## src/rtl/axi_rd_slave.sv

```systemverilog
// AXI-3 read-channel responder serving FIXED/INCR/WRAP bursts of 1-16 beats
// from a word-addressed synchronous memory port (read data one cycle after
// the strobe). One outstanding transaction; each beat takes FETCH, WAIT, DATA.
module axi_rd_slave #(
  parameter int AXI_RD_ID_WIDTH   = 8,
  parameter int AXI_RD_ADDR_WIDTH = 32,
  parameter int AXI_RD_BUS_WIDTH  = 32,
  parameter logic [AXI_RD_ADDR_WIDTH-1:0] BASE_ADDR = '0,
  parameter int MEM_WORDS         = 256,
  localparam int MEM_ADDR_WIDTH   = $clog2(MEM_WORDS)
) (
  input  logic                         clock,
  input  logic                         reset,
  input  logic [AXI_RD_ID_WIDTH-1:0]   ar_id,
  input  logic [AXI_RD_ADDR_WIDTH-1:0] ar_addr,
  input  logic [3:0]                   ar_len,
  input  logic [2:0]                   ar_size,
  input  logic [1:0]                   ar_burst,
  input  logic [2:0]                   ar_prot,
  input  logic                         ar_valid,
  output logic                         ar_ready,
  output logic [AXI_RD_ID_WIDTH-1:0]   r_id,
  output logic [AXI_RD_BUS_WIDTH-1:0]  r_data,
  output logic [1:0]                   r_resp,
  output logic                         r_last,
  output logic                         r_valid,
  input  logic                         r_ready,
  output logic                         mem_rd,
  output logic [MEM_ADDR_WIDTH-1:0]    mem_addr,
  input  logic [AXI_RD_BUS_WIDTH-1:0]  mem_rdata
);

  localparam int AW         = AXI_RD_ADDR_WIDTH;
  localparam int BUS_BYTES  = AXI_RD_BUS_WIDTH / 8;
  localparam int BUS_LOG2   = $clog2(BUS_BYTES);
  localparam logic [2:0] BUS_LOG2_L = 3'(BUS_LOG2);
  localparam logic [AW-1:0] ONE = AW'(1);

  localparam logic [1:0] RESP_OKAY   = 2'b00;
  localparam logic [1:0] RESP_SLVERR = 2'b10;
  localparam logic [1:0] RESP_DECERR = 2'b11;

  typedef enum logic [1:0] {S_IDLE, S_FETCH, S_WAIT, S_DATA} state_t;

  // Address of the beat following 'addr' for the given burst shape.
  function automatic logic [AW-1:0] next_addr(input logic [AW-1:0] addr,
                                              input logic [2:0]    size,
                                              input logic [3:0]    len,
                                              input logic [1:0]    burst);
    logic [AW-1:0] bytes;
    logic [AW-1:0] wsize;
    bytes = ONE << size;
    wsize = AW'({1'b0, len} + 5'd1) << size;
    case (burst)
      2'b01:   next_addr = (addr & ~(bytes - ONE)) + bytes;
      2'b10:   next_addr = (addr & ~(wsize - ONE)) | ((addr + bytes) & (wsize - ONE));
      default: next_addr = addr;
    endcase
  endfunction

  // Shape errors that make every beat of the burst a slave error.
  function automatic logic burst_bad(input logic [2:0] size,
                                     input logic [3:0] len,
                                     input logic [1:0] burst);
    logic wrap_len_ok;
    wrap_len_ok = (len == 4'd1) || (len == 4'd3) || (len == 4'd7) || (len == 4'd15);
    burst_bad = (burst == 2'b11) || (size > BUS_LOG2_L) ||
                ((burst == 2'b10) && !wrap_len_ok);
  endfunction

  state_t                       state_q;
  logic                         ar_ready_q;
  logic [AXI_RD_ID_WIDTH-1:0]   r_id_q;
  logic [AXI_RD_BUS_WIDTH-1:0]  r_data_q;
  logic [1:0]                   r_resp_q;
  logic                         r_last_q;
  logic                         r_valid_q;
  logic                         mem_rd_q;
  logic [MEM_ADDR_WIDTH-1:0]    mem_addr_q;
  logic [AW-1:0]                addr_q;
  logic [3:0]                   len_q;
  logic [2:0]                   size_q;
  logic [1:0]                   burst_q;
  logic [3:0]                   cnt_q;
  logic                         burst_err_q;
  logic                         dec_err_q;

  logic [AW-1:0]                fetch_addr_d;
  logic [AW-1:0]                off_d;
  logic [AW-1:0]                word_d;
  logic                         borrow_d;
  logic                         dec_err_d;
  logic                         burst_err_d;
  logic [MEM_ADDR_WIDTH-1:0]    mem_addr_d;

  // Protection bits carry no meaning for this target.
  logic unused_prot;
  assign unused_prot = ^ar_prot;

  // Address and decode of the beat about to enter FETCH (first beat from AR, later beats advanced).
  always_comb begin
    fetch_addr_d       = (state_q == S_IDLE) ? ar_addr
                                             : next_addr(addr_q, size_q, len_q, burst_q);
    {borrow_d, off_d}  = {1'b0, fetch_addr_d} - {1'b0, BASE_ADDR};
    word_d             = off_d >> BUS_LOG2;
    dec_err_d          = borrow_d || (word_d >= AW'(MEM_WORDS));
    burst_err_d        = (state_q == S_IDLE) ? burst_bad(ar_size, ar_len, ar_burst)
                                             : burst_err_q;
    mem_addr_d         = word_d[MEM_ADDR_WIDTH-1:0];
  end

  // Transaction FSM with registered AR/R/memory outputs.
  always_ff @(posedge clock) begin
    if (reset) begin
      state_q     <= S_IDLE;
      ar_ready_q  <= 1'b0;
      r_id_q      <= '0;
      r_data_q    <= '0;
      r_resp_q    <= RESP_OKAY;
      r_last_q    <= 1'b0;
      r_valid_q   <= 1'b0;
      mem_rd_q    <= 1'b0;
      mem_addr_q  <= '0;
      addr_q      <= '0;
      len_q       <= '0;
      size_q      <= '0;
      burst_q     <= '0;
      cnt_q       <= '0;
      burst_err_q <= 1'b0;
      dec_err_q   <= 1'b0;
    end else begin
      case (state_q)
        S_IDLE: begin
          ar_ready_q <= 1'b1;
          if (ar_valid && ar_ready_q) begin
            ar_ready_q  <= 1'b0;
            r_id_q      <= ar_id;
            addr_q      <= ar_addr;
            len_q       <= ar_len;
            size_q      <= ar_size;
            burst_q     <= ar_burst;
            cnt_q       <= '0;
            burst_err_q <= burst_err_d;
            dec_err_q   <= dec_err_d;
            mem_rd_q    <= !burst_err_d && !dec_err_d;
            if (!burst_err_d && !dec_err_d) mem_addr_q <= mem_addr_d;
            state_q     <= S_FETCH;
          end
        end
        S_FETCH: begin
          mem_rd_q <= 1'b0;
          state_q  <= S_WAIT;
        end
        S_WAIT: begin
          r_data_q  <= (!burst_err_q && !dec_err_q) ? mem_rdata : '0;
          r_resp_q  <= burst_err_q ? RESP_SLVERR : (dec_err_q ? RESP_DECERR : RESP_OKAY);
          r_last_q  <= (cnt_q == len_q);
          r_valid_q <= 1'b1;
          state_q   <= S_DATA;
        end
        S_DATA: begin
          if (r_ready) begin
            r_valid_q <= 1'b0;
            if (r_last_q) begin
              ar_ready_q <= 1'b1;
              state_q    <= S_IDLE;
            end else begin
              cnt_q     <= cnt_q + 4'd1;
              addr_q    <= fetch_addr_d;
              dec_err_q <= dec_err_d;
              mem_rd_q  <= !burst_err_q && !dec_err_d;
              if (!burst_err_q && !dec_err_d) mem_addr_q <= mem_addr_d;
              state_q   <= S_FETCH;
            end
          end
        end
        default: state_q <= S_IDLE;
      endcase
    end
  end

  assign ar_ready = ar_ready_q;
  assign r_id     = r_id_q;
  assign r_data   = r_data_q;
  assign r_resp   = r_resp_q;
  assign r_last   = r_last_q;
  assign r_valid  = r_valid_q;
  assign mem_rd   = mem_rd_q;
  assign mem_addr = mem_addr_q;

endmodule
```

## config.mk

```make
export PLATFORM = sky130hd
export DESIGN_NAME = axi_rd_slave
export DESIGN_NICKNAME = d
export VERILOG_FILES = /design/src/rtl/axi_rd_slave.sv
export SDC_FILE = /design/constraint.sdc
export NUM_CORES = 1
export LEC_CHECK = 0
export BUFFER_PORTS_ARGS = -buffer_cell sky130_fd_sc_hd__buf_2
export CORE_UTILIZATION = 50
export DETAILED_ROUTE_END_ITERATION = 10
export MAX_ROUTING_LAYER = met4
export PLACE_DENSITY = 0.76
export SYNTH_ARGS = -nofsm -noshare
export SYNTH_HDL_FRONTEND = slang
export SYNTH_SLANG_ARGS = --single-unit
export TNS_END_PERCENT = 30
```

## constraint.sdc

```tcl
create_clock -name clock -period 5.4 [get_ports clock]
set_clock_uncertainty 0.05 [all_clocks]
set_input_delay 1.08 -clock clock [delete_from_list [all_inputs] [get_ports clock]]
set_output_delay 1.08 -clock clock [all_outputs]
set_load 0.01 [all_outputs]
```

# Word level (Yosys, flattened, before mapping)
# Index checks and enable logic that the tools add are counted.
[word_totals]
register_bits = 103
inputBits = 88
out_inout_bits = 54
word_cells = 117
[classes]
n_addsub = 6
n_lt_le_gt_ge = 2
n_eq_ne = 18
n_shift = 2
n_mux = 38
bitwise = 6
reduce_logical = 28
[op_table]
columns = ["cell", "n"]
rows = [
  ["$mux 32", 5],
  ["$pmux 32 s2", 2],
  ["$and 32x32->32", 3],
  ["$add 32x32->32", 2],
  ["$not 32->32", 2],
  ["$sub 32x1->32 const B", 2],
  ["$mux 8", 5],
  ["$or 32x32->32", 1],
  ["$shl 1x3->32 const A", 1],
  ["$shl 5x3->32", 1],
  ["$ge 30x9->1 const B", 1],
  ["$pmux 8 s2", 1],
  ["$mux 1", 12],
  ["$mux 4", 3],
  ["$eq 2x2->1 const B", 5],
  ["$mux 2", 4],
  ["$ne 2x2->1 const B", 4],
  ["$pmux 2 s4", 1],
  ["$pmux 4 s2", 1],
  ["$reduce_and 4->1", 2],
  ["$pmux 1 s2", 3],
  ["$reduce_and 2->1", 3],
  ["$reduce_and 6->1", 1],
  ["$reduce_bool 3->1", 2],
  ["18 further kinds", 33],
]

# Logic depth before layout (Yosys ltp)
[logic_depth]
ltp_word = 15
ltp_mapped = 20

# Worst setup path before layout
# No wires, ideal clock.
[synth_path]
path_type = "reg2reg"
from = "reg size_q[0]"
to = "reg mem_addr_q[3] (netlist: mem_addr[3])"
arrival_time_ps = 5054
required_ps = 5229
setup_slack_ps = 175
stages_incl_launch_ff = 19
path_buffers = 4
synth_period_minus_slack_ps = 5225
path_cell_list = "dfxtp_1 -> buf_2 -> buf_6 -> buf_6 -> clkbuf_1 -> nor3_1 -> ha_1 -> fa_1 -> a21o_1 -> a211oi_1 -> a21oi_1 -> and2_0 -> and3_2 -> a22oi_1 -> o32ai_1 -> or4b_1 -> a2111o_1 -> nor3_4 -> mux2_4"
[synth_between]
elab_chain_len = 12
[synth_rtl]
columns = ["element", "line_no", "rtl"]
rows = [
  ["start, declared", "82", "logic [2:0] size_q;"],
  ["start signal, assigned", "140", "size_q <= ar_size;"],
  ["$shl 1x3->32 or $shl 5x3->32 (tied branches)", "52, 53", ""],
  ["$sub 32x1->32 (on tied branches)", "55, 56", ""],
  ["$not 32->32 (on tied branches)", "55, 56", ""],
  ["$and 32x32->32 (on tied branches)", "55, 56", ""],
  ["$add 32x32->32 or $or 32x32->32 (tied branches)", "55, 56", ""],
  ["$pmux 32 s2 (*)", "54", "case (burst)"],
  ["$mux 32 (*)", "102", "fetch_addr_d = (state_q == S_IDLE) ? ar_addr"],
  ["$ge 30x9->1", "106", "dec_err_d = borrow_d || (word_d >= AW'(MEM_WORDS));"],
  ["$logic_not 1->1", "146, 172", ""],
  ["$logic_and 1x1->1 (on tied branches)", "172, 146", ""],
  ["$ne 2x2->1 (no line) or $ne 2x1->1 (tied branches)", "-", ""],
  ["$reduce_and 6->1 (no line)", "-", ""],
  ["end signal, assigned", "146", "if (!burst_err_d && !dec_err_d) mem_addr_q <= mem_addr_d;"],
  ["end signal, assigned", "172", "if (!burst_err_q && !dec_err_d) mem_addr_q <= mem_addr_d;"],
  ["end, declared", "79", "logic [MEM_ADDR_WIDTH-1:0] mem_addr_q;"],
]
# Mark *: on every way between the ends. The rest lies on a longest branch, timed or not. The select of a mux whose other input is x is not followed.
# A chain may end at the register's enable or synchronous reset.

# Final worst setup path
[layout_path]
from = "reg size_q[0]"
to = "reg mem_addr_q[2] (netlist: mem_addr[2])"
# The elaborated chain is that of the path after synthesis.

==> run_results.csv <==
group,metric,value,unit
cts,clock-sinks,103,
pwr,p_switching,1.93,mW
hold_path,whs_endpoint,"r_id[1]$_SDFFE_PP0P_",
worst_setup_path,arrival,5320,ps
layout,nFillCells,1434,
pwr,internal_power,2.11,mW
cts,htreeDepth,3,
pwr,ir_drop,244,µV
logic_synthesis,synth_xor_area_share,3.03,%
logic_synthesis,synth_area,7840,µm²
timing,maxSlewViolCount,0,
layout,fin_nets,1275,
worst_setup_path,reg2reg_depth,16,
place,dp_hpwl,18400,µm
floorplan,die_w,127,µm
timing,final.period_utilization,94.2,%
worst_setup_path,cp_max_fo,14,
logic_synthesis,synth_common_cells,"115 x a21oi_1, 114 x nand2_1, 103 x dfxtp_1",
place,port_buffers,138,
route,drt_iter0_drc,904,
logic_synthesis,synth-simple-area-share,26.9,%
cts,clk_latency,350,ps
worst_setup_path,worstSetupStartpointType,"flip-flop",
timing,fmaxAchievable,0.196,GHz
cts,cts_buffers,9,
global_routing,grt_pass1_wl,40300,µm
flow_run,cap_violations,0,
timing,fin_crit,5090,ps
route,vias_per_cell,6.24,
route,wl_per_cell,18.1,µm
logic_synthesis,synth_top_cell_by_area,"dfxtp_1",
logic_synthesis,synth_top_family_by_area,"compound AO/OA/AOI/OAI gates",
logic_synthesis,ys.flop_type,"dfxtp_1",
floorplan,die_area,16200,µm²
hold_path,hp-start,"r_id[1]$_SDFFE_PP0P_",
layout,drive_gt1_share,19.3,%
pwr,swShare,47.7,%
global_routing,grt_pass1_vias,7803,
route,routed_wl,25000,µm
layout,diodes,0,
floorplan,ioPinCount,142,
logic_synthesis,ys_seq_area_share,26.3,%
logic_synthesis,synth_top_area_share,26.3,%
pwr,power,4.04,mW
pwr,p_per_area,445,nW/µm²
place,dp.cells,1361,
logic_synthesis,synth.avg_cell_area,7.41,µm²
worst_setup_path,path_class,"reg -> reg",
timing,hold_viol,0,
cts,cts_root_buf,"clkbuf_16",
timing,slew_headroom,33.6,%
logic_synthesis,async_reset_ff_share,0,%
cts,clockBufferDepth,2,
hold_path,hold_depth,2,
timing,setup_viol,0,
route,dr.pass1.iters,8,
global_routing,grt_usage,31.9,%
route,drc,0,
layout,stdcell_count,1378,
timing,worst_pin_slew,990,ps
worst_setup_path,worst_path_largest_cell_delay,520,ps
pwr,pwr-share-comb,51.1,%
worst_setup_path,rr_endpoint,"mem_addr[2]$_SDFFE_PP0P_",
logic_synthesis,synth-adder-area-share,4.09,%
pwr,clockPowerShare,17.4,%
floorplan,rows,45,
route,antenna_left,0,
global_routing,antenna_found_initial,0,
layout,regArea,2060,µm²
worst_setup_path,reg2reg_setup_slack,310,ps
cts,clk_pin_slew,80,ps
worst_setup_path,endpoint_kind,"flip-flop",
cts,cts_tree,"built",
layout,syn2layout_area_growth,15.7,%
logic_synthesis,ys_ff_latch,103,
hold_path,hold_class,"reg -> reg",
logic_synthesis,postSynthCellCount,1058,
worst_setup_path,path_common_cell,"buf_4",
pwr,leakage,3.70,nW
worst_setup_path,cp.required,5630,ps
worst_setup_path,r2r_start,"size_q[0]$_SDFFE_PP0P_",
timing,rsz0062_at_grt,"no",
logic_synthesis,syn_nets,1171,
global_routing,gr-total-overflow,0,
global_routing,grt_max_degree,73,
layout,multiInputGateArea,5350,µm²
floorplan,die_h,127,µm
run_status,status,"completed",
worst_setup_path,slowest_stage,"o41a_1",
logic_synthesis,yosys-top-cells-area,"dfxtp_1 26%, a21oi_1 7.3%, nand2_1 5.5%",
timing,finalSetupTns,0,ps
worst_setup_path,path_cells,"buf_4 -> inv_1 -> nor2_1 -> ha_1 -> o21a_1 -> o31ai_1 -> o32a_1 -> o41a_1 -> a32oi_1 -> nand3b_1 -> a2111oi_2 -> or4b_1 -> a2111o_1 -> nor3_4 -> buf_4 -> mux2i_1",
floorplan,coreArea,15300,µm²
logic_synthesis,synthMostInstantiatedCell,"a21oi_1",
logic_synthesis,synth_mux_area_share,2.51,%
floorplan,start_util,51.3,%
route,dr_total_vias,8603,
pwr,seqPwrFrac,31.5,%
place,gp_congestion,1.00,
logic_synthesis,synth_compound_gate_area_share,31.6,%
logic_synthesis,synth_edf_count,0,
logic_synthesis,ys_types,97,
logic_synthesis,yosysWarnings,0,
## layout by cell type, fill, tap and decap left out, drive strengths merged, types with 18 or more instances in the layout
cell type  instances
a21oi            115
buf              174
dfxtp            103
ha                24
inv               27
nand2            114
nand2b            18
nand3             20
nor2             100
nor2b             45
nor3              22
o211ai            22
o21ai             66
## flip-flops by register name, indices dropped and copies added (netlist names)
name,count
dec_err_q,1
r_valid,1
state_q,2
mem_rd,1
addr_q,32
len_q,4
ar_ready,1
r_resp,2
mem_addr,8
r_last,1
burst_q,2
size_q,3
burst_err_q,1
r_id,8
cnt_q,4
r_data,32
## repair_timing
item,in CTS,in global routing
buffers inserted,0,1
resized for setup,0,3
setup endpoints to repair,0,7
hold buffers,0,0
## worst max path at each step
stage,startpoint,to,slack [ps],cells after the start
global placement,len_q[1]$_SDFFE_PP0P_,mem_addr[1]$_SDFFE_PP0P_,330,18
floorplan,size_q[0]$_SDFFE_PP0P_,mem_addr[3]$_SDFFE_PP0P_,170,18
CTS,len_q[1]$_SDFFE_PP0P_,mem_addr[0]$_SDFFE_PP0P_,260,18
finish,size_q[0]$_SDFFE_PP0P_,mem_addr[2]$_SDFFE_PP0P_,310,16
global route,size_q[0]$_SDFFE_PP0P_,mem_addr[2]$_SDFFE_PP0P_,20,16
detailed placement,size_q[1]$_SDFFE_PP0P_,mem_addr[0]$_SDFFE_PP0P_,290,15
## area by class of cell
type	instances	area share [%]
clock buffer	9	2.48
clock inverter	7	1.13
inverter	26	1.08
multi-input combinational	848	59.0
sequential	103	22.8
tap	211	2.91
timing repair buffer	174	10.6
## cell families after synthesis
kind of cell / count (synthesis)
adders and majority gates: 25
and+or+nand+nor: 407
AOI/OAI and AO/OA: 372
buffers and inverters: 107
DFF: 103
xor gates and xnor gates: 25
muxes: 19
## power by group through the flow
| stage | combinational (mW) | sequential (mW) | clock [mW] |
|---|---|---|---|
| finish | 2.06 | 1.27 | 0.704 |
| global route | 2.25 | 1.30 | 0.737 |
| CTS | 2.01 | 1.25 | 0.711 |
| detailed placement | 2.00 | 1.27 | 0 |
| global placement | 1.98 | 1.26 | 0 |
| floorplan | 1.54 | 1.12 | 0 |
## metal layers
layer  track usage, %  share of wire [%]
met1             43.8                 44
met4             10.3                2.5
met5                -                  0
met2             47.9                 44
met3             4.94                9.2
## per-stage QoR
stage	area, µm²	worst slack [ps]	utilization (%)	hold slack [ps]
final	9060	311	59.4	403
after global routing	9060	15.3	59.4	430
after CTS	9050	257	59.3	406
after detailed placement	8720	291	57.2	394
after global placement	8720	330	57.2	390
after floorplan	7840	175	-	403
## worst max-delay path, delay by kind of cell, from the launching register on
family                   cells  cell delay [ps]
flip-flops                   1              470
AND/OR/NAND/NOR              4             1250
multiplexers                 1              180
buffers and inverters        3              610
AO/OA/AOI/OAI                7             2100
adder cells (fa/ha/maj)      1              350
Power figures use the tool's default switching activity.
